[config.mk]
export PLATFORM = sky130hd
export DESIGN_NAME = slc3_mem_responder
export DESIGN_NICKNAME = d
export VERILOG_FILES = /design/src/rtl/slc3_mem_pkg.sv /design/src/rtl/slc3_mem_array.sv /design/src/rtl/slc3_mem_responder.sv
export SDC_FILE = /design/constraint.sdc
export NUM_CORES = 2
export LEC_CHECK = 0
export ABC_AREA = 0
export BUFFER_PORTS_ARGS = -buffer_cell sky130_fd_sc_hd__buf_2
export CAP_MARGIN = 30
export CELL_PAD_IN_SITES_DETAIL_PLACEMENT = 2
export CELL_PAD_IN_SITES_GLOBAL_PLACEMENT = 2
export CORE_ASPECT_RATIO = 0.9
export CORE_MARGIN = 2
export CORE_UTILIZATION = 25
export CTS_BUF_LIST = sky130_fd_sc_hd__clkbuf_4 sky130_fd_sc_hd__clkbuf_8
export CTS_CLUSTER_DIAMETER = 40
export DETAILED_ROUTE_END_ITERATION = 10
export PLACE_DENSITY = 0.51
export SYNTH_ARGS = -nofsm -noshare
export SYNTH_HDL_FRONTEND = slang
export SYNTH_HIERARCHICAL = 1
export SYNTH_SLANG_ARGS = --single-unit
[constraint.sdc]
create_clock -name Clk -period 5.9 [get_ports Clk]
set_input_delay 0.885 -clock Clk [delete_from_list [all_inputs] [get_ports Clk]]
set_output_delay 0.885 -clock Clk [all_outputs]
set_load 0.02 [all_outputs]
[src/rtl/slc3_mem_pkg.sv]
// slc3_mem_pkg
//   Shared types and constants for the SLC-3 memory responder slice:
//   - word_t   : 16-bit data word
//   - IO_ADDR  : word address of the memory-mapped switch/display register
//   - state_t  : responder FSM states (IDLE, WAIT, DONE)
package slc3_mem_pkg;

  typedef logic [15:0] word_t;

  localparam logic [19:0] IO_ADDR = 20'h0FFFF;

  typedef enum logic [1:0] {
    IDLE = 2'd0,
    WAIT = 2'd1,
    DONE = 2'd2
  } state_t;

endpackage

[src/rtl/slc3_mem_array.sv]
// slc3_mem_array
//   Single-port MEM_WORDS x 16 backing store. Synchronous write, combinational
//   read, no reset (contents survive a responder reset).
// Ports:
//   clk    in   system clock
//   we     in   write enable, write lands on the rising edge
//   addr   in   word address, $clog2(MEM_WORDS) bits
//   wdata  in   write data
//   rdata  out  read data at addr (combinational)
module slc3_mem_array
  import slc3_mem_pkg::*;
#(
  parameter int MEM_WORDS = 256
) (
  input  logic                         clk,
  input  logic                         we,
  input  logic [$clog2(MEM_WORDS)-1:0] addr,
  input  word_t                        wdata,
  output word_t                        rdata
);

  word_t mem [MEM_WORDS];

  always_ff @(posedge clk) begin
    if (we) begin
      mem[addr] <= wdata;
    end
  end

  assign rdata = mem[addr];

endmodule

[src/rtl/slc3_mem_responder.sv]
// slc3_mem_responder
//   Memory responder for the SLC-3 bus. An access is accepted in IDLE,
//   held for WAIT_CYCLES wait states, then completed in DONE with a
//   single-cycle ready strobe (err alongside it for unmapped addresses).
//   ready is high in the cycle following the (WAIT_CYCLES+1)-th rising edge
//   counted from, and including, the acceptance edge... i.e. it is sampled
//   high on the rising edge WAIT_CYCLES+1 edges after acceptance.
// Build option:
//   IO_MAP_EN  when defined, word address 20'h0FFFF reads the switches (S)
//              and writes the hex display register (hex_out). Otherwise that
//              address is ordinary (unmapped for MEM_WORDS <= 65535) and
//              hex_out stays 0.
// Parameters:
//   WAIT_CYCLES  wait states per access, 0..15
//   MEM_WORDS    backing store depth in 16-bit words, power of two, >= 2
// Ports:
//   Clk      in   system clock, rising edge
//   Reset    in   asynchronous active-low reset
//   req      in   access request, held until ready
//   we       in   1 = write, 0 = read (sampled at acceptance)
//   ADDR     in   20-bit word address (sampled at acceptance)
//   wdata    in   write data (sampled at acceptance)
//   S        in   board switch value
//   rdata    out  read data, non-zero only in the ready cycle
//   ready    out  completion strobe
//   err      out  unmapped-address strobe, coincident with ready
//   hex_out  out  display register
module slc3_mem_responder
  import slc3_mem_pkg::*;
#(
  parameter int WAIT_CYCLES = 2,
  parameter int MEM_WORDS   = 256
) (
  input  logic        Clk,
  input  logic        Reset,
  input  logic        req,
  input  logic        we,
  input  logic [19:0] ADDR,
  input  word_t       wdata,
  input  word_t       S,
  output word_t       rdata,
  output logic        ready,
  output logic        err,
  output word_t       hex_out
);

  localparam int          AW       = $clog2(MEM_WORDS);
  localparam logic [3:0]  CNT_INIT = 4'(WAIT_CYCLES);

  state_t       state_q, state_d;
  logic [3:0]   cnt_q, cnt_d;
  logic         we_q, we_d;
  logic [19:0]  addr_q, addr_d;
  word_t        wdata_q, wdata_d;

  logic         in_done;
  logic         io_hit;
  logic         mem_hit;
  logic         mem_sel;
  logic         mem_we;
  logic [AW-1:0] mem_addr;
  word_t        mem_rd;

  // Control state: cleared by reset, so an in-flight access simply vanishes.
  always_ff @(posedge Clk or negedge Reset) begin
    if (!Reset) begin
      state_q <= IDLE;
      cnt_q   <= '0;
    end else begin
      state_q <= state_d;
      cnt_q   <= cnt_d;
    end
  end

  // Access fields captured at acceptance; only consumed in DONE.
  always_ff @(posedge Clk) begin
    we_q    <= we_d;
    addr_q  <= addr_d;
    wdata_q <= wdata_d;
  end

  always_comb begin
    state_d = state_q;
    cnt_d   = cnt_q;
    we_d    = we_q;
    addr_d  = addr_q;
    wdata_d = wdata_q;
    case (state_q)
      IDLE: begin
        if (req) begin
          we_d    = we;
          addr_d  = ADDR;
          wdata_d = wdata;
          if (WAIT_CYCLES == 0) begin
            state_d = DONE;
            cnt_d   = '0;
          end else begin
            state_d = WAIT;
            cnt_d   = CNT_INIT;
          end
        end
      end
      WAIT: begin
        if (!req) begin
          state_d = IDLE;
          cnt_d   = '0;
        end else if (cnt_q <= 4'd1) begin
          // Final decrement to zero coincides with the move to DONE.
          state_d = DONE;
          cnt_d   = '0;
        end else begin
          cnt_d = cnt_q - 4'd1;
        end
      end
      DONE: begin
        state_d = IDLE;
      end
      default: begin
        state_d = IDLE;
        cnt_d   = '0;
      end
    endcase
  end

  assign in_done = (state_q == DONE);

`ifdef IO_MAP_EN
  assign io_hit = (addr_q == IO_ADDR);
`else
  assign io_hit = 1'b0;
`endif

  // 21-bit compare so MEM_WORDS = 2**20 still works.
  assign mem_hit  = ({1'b0, addr_q} < 21'(MEM_WORDS));
  // The I/O address shadows memory if the store is ever large enough to reach it.
  assign mem_sel  = mem_hit && !io_hit;
  assign mem_we   = in_done && we_q && mem_sel;
  assign mem_addr = addr_q[AW-1:0];

  slc3_mem_array #(
    .MEM_WORDS(MEM_WORDS)
  ) u_mem (
    .clk   (Clk),
    .we    (mem_we),
    .addr  (mem_addr),
    .wdata (wdata_q),
    .rdata (mem_rd)
  );

  always_comb begin
    rdata = '0;
    ready = 1'b0;
    err   = 1'b0;
    if (in_done) begin
      ready = 1'b1;
      err   = !(io_hit || mem_sel);
      if (!we_q) begin
        if (io_hit) begin
          rdata = S;
        end else if (mem_sel) begin
          rdata = mem_rd;
        end
      end
    end
  end

`ifdef IO_MAP_EN
  word_t hex_q;

  always_ff @(posedge Clk or negedge Reset) begin
    if (!Reset) begin
      hex_q <= '0;
    end else if (in_done && we_q && io_hit) begin
      hex_q <= wdata_q;
    end
  end

  assign hex_out = hex_q;
`else
  logic unused_s;

  assign unused_s = ^S;
  assign hex_out  = '0;
`endif

endmodule

**Word level (Yosys, flattened, before mapping)**

Memory sizes are Yosys's and may differ from the RTL's. A register that Yosys moved wholly into a read port is not among the register bits.
Index checks and enable logic that the tools add are counted.

- Memories: 1
- Register bits: 43
- Input port bits: 56
- Output and inout port bits: 34
- Word-level logic and storage cells: 37
- Memory bits (writable): 4096

- Bitwise gates (word level): 1
- Multiplexer cells: 16
- Equality and inequality tests: 4
- Reductions and logical operators: 7
- $add $sub $neg: 1
- Order comparisons: 2

Memory list:

| memory | depth | width | rd ports | clocked after memory_dff | write ports | line | RTL |
|---|---|---|---|---|---|---|---|
| u_mem.mem | 256 | 16 | 1 | 1 | 1 | slc3_mem_array.sv:22 | `word_t mem [MEM_WORDS];` |

Operators with widths:

| operator | number |
|---|---|
| 2-to-1 mux 16 bit | 3 |
| < comparator 20 x 9 -> 1 bit (second input constant) | 1 |
| 2-to-1 mux 4 bit | 3 |
| one-hot mux 4 bit (3 select lines) | 1 |
| 2-to-1 mux 8 bit | 1 |
| 2-to-1 mux 2 bit | 3 |
| AND reduction 2 bit | 3 |
| less-or-equal comparator 4 x 1 -> 1 bit (second input constant) | 1 |
| 2-to-1 mux 1 bit | 4 |
| one-hot mux 2 bit (2 select lines) | 1 |
| subtractor 4 x 1 -> 4 bit (second input constant) | 1 |
| != test 3 bit (second input constant) | 1 |
| == test 2 x 1 -> 1 bit (second input constant) | 1 |
| == test 2 bit (second input constant) | 1 |
| logical AND 1 bit | 2 |
| zero test 2 bit | 1 |
| != test 2 bit (second input constant) | 1 |
| zero test 1 bit | 1 |
| inverter 1 bit | 1 |

**Longest topological paths before layout**

- Depth after elaboration: 5
- Depth in mapped cells: 10
- Depth with buffers taken out: 7

**By module**

The synthesis kept the hierarchy.

Modules (own cells, without submodules):

| module | instances | seq. area each (um^2) | area an instance (um^2) | cells an instance |
|---|---|---|---|---|
| slc3_mem_array | 1 | 122998.0 | 155078.7 | 6711 |
| slc3_mem_responder | 1 | 1261.2 | 1861.8 | 115 |

**Worst setup path before layout**

Ideal clock, no wire load.

- Kind: register to register
- From: register wdata_q[0]
- To: memory u_mem/mem[0][0] in the netlist's numbering, data pin
- Data required time: 5.083 ns
- Slack: 1.854 ns
- Clock period less this slack: 4.046 ns
- Cell stages (with the launch flop): 1
- Library setup time: 0.817 ns
- Arrival: 3.228 ns
- Buffers on the path: 0
- Cell sequence: edfxtp_1

RTL lines:

| what | line | RTL |
|---|---|---|
| start, declared | slc3_mem_responder.sv:54 | `word_t wdata_q, wdata_d;` |
| start signal, assigned | slc3_mem_responder.sv:79 | `wdata_q <= wdata_d;` |
| end, declared | slc3_mem_array.sv:22 |  |

No word-level cell before the write port.

**Worst setup path in the final report**

- From: register addr_q[3]
- To: output rdata[5]

- Word-level cells in the longest chain between the ends: 4

RTL lines:

| what | line | RTL |
|---|---|---|
| start, declared | slc3_mem_responder.sv:53 | `logic [19:0] addr_q, addr_d;` |
| start signal, assigned | slc3_mem_responder.sv:78 | `addr_q <= addr_d;` |
| < comparator 20 x 9 -> 1 bit | slc3_mem_responder.sv:134 | `assign mem_hit = ({1'b0, addr_q} < 21'(MEM_WORDS));` |
| 2-to-1 mux 16 bit | slc3_mem_responder.sv:160 | `end else if (mem_sel) begin` |
| 2-to-1 mux 16 bit | slc3_mem_responder.sv:157 | `if (!we_q) begin` |
| 2-to-1 mux 16 bit | slc3_mem_responder.sv:154 | `if (in_done) begin` |
| end, declared | slc3_mem_responder.sv:41 | `output word_t rdata,` |

No other way between the ends.

==> flow_summary_export.csv <==
group,metric,value,unit
placed_design,place_congestion,0.751,
floorplanning,core_area,0.626,mm^2
final_layout,drive_above_1_share,0.387,
final_layout,register_area,0.124,mm^2
global_routing,antenna_found_initial,30,
sta,slew-limit-headroom,0.0587,
route,wl,498000,um
route,routed_via_density,4.67,
yosys,syn_avg_cell_area,23.0,um^2
placed_design,dp_slack,0.290,ns
power_and_ir_drop,vdd_drop_max,0.000286,V
clock_network,cts.htree.levels,6,
yosys,ys_types,38,
yosys,ys_warn_count,6,
final_layout,areaGrowthSynthToFinish,21.2,%
placed_design,place_area,0.172,mm^2
sta,finalSetupViolCount,0,
setup_path,crit_path_end,"rdata[5]",
global_routing,grt_pass1_vias,84600,
final_layout,layout_commonest_cell,"edfxtp_1",
floorplanning,io_pins,90,
min_path,min_from,"ADDR[8]",
setup_path,reg2regPathDepth,8,
power_and_ir_drop,p_leak,58.4,nW
global_routing,grt_pass1_wl,689000,um
setup_path,crit_fanout,44,
yosys,netlist_instances,6826,
setup_path,start_kind,"flop",
clock_network,numCtsBuffers,720,
floorplanning,dieArea,0.634,mm^2
final_layout,final_cell_mix,"edfxtp_1 (4133), mux4_2 (1024), clkbuf_8 (730)",
sta,clock_skew,0.0991,ns
final_layout,design_area,0.190,mm^2
setup_path,critPathArrivalTime,4.96,ns
final_layout,nets,7982,
route,wl_per_cell,29.6,um
route,drtPass1Iterations,5,
sta,fmax,171,MHz
clock_network,cts_tree,"yes",
placed_design,io_buffers,57,
final_layout,multiInputGateArea,0.0327,mm^2
setup_path,reg2reg_to,"u_mem/mem[214][11]",
yosys,synth_seq_cells,4139,
setup_path,startpoint,"addr_q[3]",
setup_path,ff2ff_setup_slack,1.32,ns
setup_path,endpoint_kind,"output pin",
global_routing,grt_usage,0.152,
route,vias,78500,
sta,worst_pin_slew,1.41,ns
min_path,hp-class,"in -> reg",
power_and_ir_drop,total_power,0.0701,W
clock_network,cts_max_path_buffers,4,
final_layout,nFillCells,62300,
clock_network,clkSlewWorstSetupHoldPaths,0.06,ns
route,drt_iter0_drc,7924,
route,drc,0,
route,drtAntennaViolNets,0,
sta,rsz0062_at_grt,"true",
yosys,ys_seq_area_frac,0.792,
sta,min_period,5.85,ns
floorplanning,die_h,756,um
sta,setup_ws,0.0536,ns
sta,maxSlewViolCount,0,
flow_run,max-cap-violations,0,
floorplanning,die_w,839,um
yosys,syn-cell-area,0.157,mm^2
placed_design,hpwl,293000,um
outcome,status,"finished clean",
global_routing,grt_max_degree,169,
sta,finalHoldViolations,0,
floorplanning,start_util,0.251,
setup_path,worstSetupPathType,"reg -> out",
global_routing,overflow,0,
power_and_ir_drop,power_density,369,mW/mm^2
min_path,whs_path_depth,2,
placed_design,place_inst,15400,
final_layout,stdcell_count,16800,
setup_path,crit_required,5.02,ns
clock_network,cts.root.buffer_cell,"clkbuf_8",
sta,min_period_over_period,0.991,
setup_path,reg2reg_from,"addr_q[11]",
clock_network,clock_sinks,4139,
floorplanning,num_rows,276,
clock_network,clk_latency,1.29,ns
report_power, final:
group,switching (W),internal [W],total (W)
Sequential,0.000109,0.0335,0.0336
Clock,0.0123,0.0141,0.0263
Combinational,0.00648,0.00367,0.0102
cells in the mapped netlist:
library cell  instances  area (um^2)
or2_2                 3         18.8
nand4_1              16          100
nand4_4               1         21.3
nand3_1              14         70.1
a2111oi_0             1         8.76
or3_1                 3         18.8
and3_1                1         6.26
o31ai_1               1         7.51
and4_1                1         8.76
and2_1                4         25.0
nand2b_1              7         43.8
nand2_1              28          105
o32ai_1               1         8.76
buf_1                54          203
clkbuf_2              1         5.00
conb_1                1         3.75
buf_2                77          385
buf_6                26          293
dfrtp_1               6          150
nor2_1              236          886
ha_1                  2         25.0
nor4_4                3         63.8
buf_4                32          240
edfxtp_1           4133       124000
mux4_2             1024        23100
a22oi_1             512         3840
nand3b_1              1         7.51
clkbuf_1            250          938
inv_1                 6         22.5
nor3b_1               8         60.1
o41ai_1              64          561
nor4b_1               1         8.76
a211o_1               2         17.5
and2b_2               1         8.76
nor2b_1               8         50.1
nor3_1               31          155
a21oi_1             257         1290
nor3b_2               9          113
cell families after synthesis:
kind of cell	share of synthesized area
muxes	0.147
and+or+nand+nor	0.0113
other	0.0000239
adders and majority gates	0.000159
buffers and inverters	0.0133
DFF	0.792
AOI/OAI and AO/OA	0.0365
worst min-delay path by stage:
| stage | end | slack (ns) |
|---|---|---|
| finish | addr_q[8] | 0.36 |
| detailed placement | cnt_q[3] | 0.55 |
| floorplan | cnt_q[0] | 0.48 |
| CTS | addr_q[18] | 0.17 |
| global placement | cnt_q[0] | 0.50 |
| global route | addr_q[8] | 0.27 |
timing repair:
action	in CTS	in global routing
pin swaps	23	25
cloned	21	9
hold buffers	40	0
endpoints found under the setup margin	16	16
setup buffers	35	15
hold endpoints to repair	47	0
gates resized for setup	232	110
critical path: stages, from the launching register on:
cell	delay [ns]
edfxtp_1	0.44
buf_4	0.19
nor2_4	0.20
buf_12	0.28
buf_4	0.56
a22oi_1	0.24
a21oi_1	0.43
o41ai_2	0.20
nand4_1	0.19
nor3b_4	0.55
buf_4	0.25
registers in the layout (all words and copies together) (netlist names):
register / cells
wdata_q: 16
we_q: 1
addr_q: 20
cnt_q: 4
state_q: 2
u_mem/mem: 4096
metal layers:
layer | track usage | vias to the layer above | part of all wire
li1 | - | 31700 | -
met2 | 0.247 | 2265 | 0.48
met1 | 0.214 | 43800 | 0.45
met5 | 0 | - | 0.000026
met3 | 0.0226 | 680 | 0.050
met4 | 0.0387 | 2 | 0.025
cell type report:
class,count,area share
clock buffers,943,0.0612
multi-input cells,2257,0.172
inverters,6,0.000118
diodes,12,0.000158
flip-flops and latches,4139,0.653
repair buffers,800,0.0457
well taps,8340,0.0548
clock inverters,330,0.0128
metrics by stage:
stage	utilization	setup TNS [ns]	hold WS [ns]
final	0.304	0	0.361
after floorplan	-	0	0.476
after global routing	0.304	-0.327	0.272
after detailed placement	0.275	0	0.547
after CTS	0.302	-2.04	0.170
after global placement	0.274	0	0.501
Power figures use the tool's default switching activity.
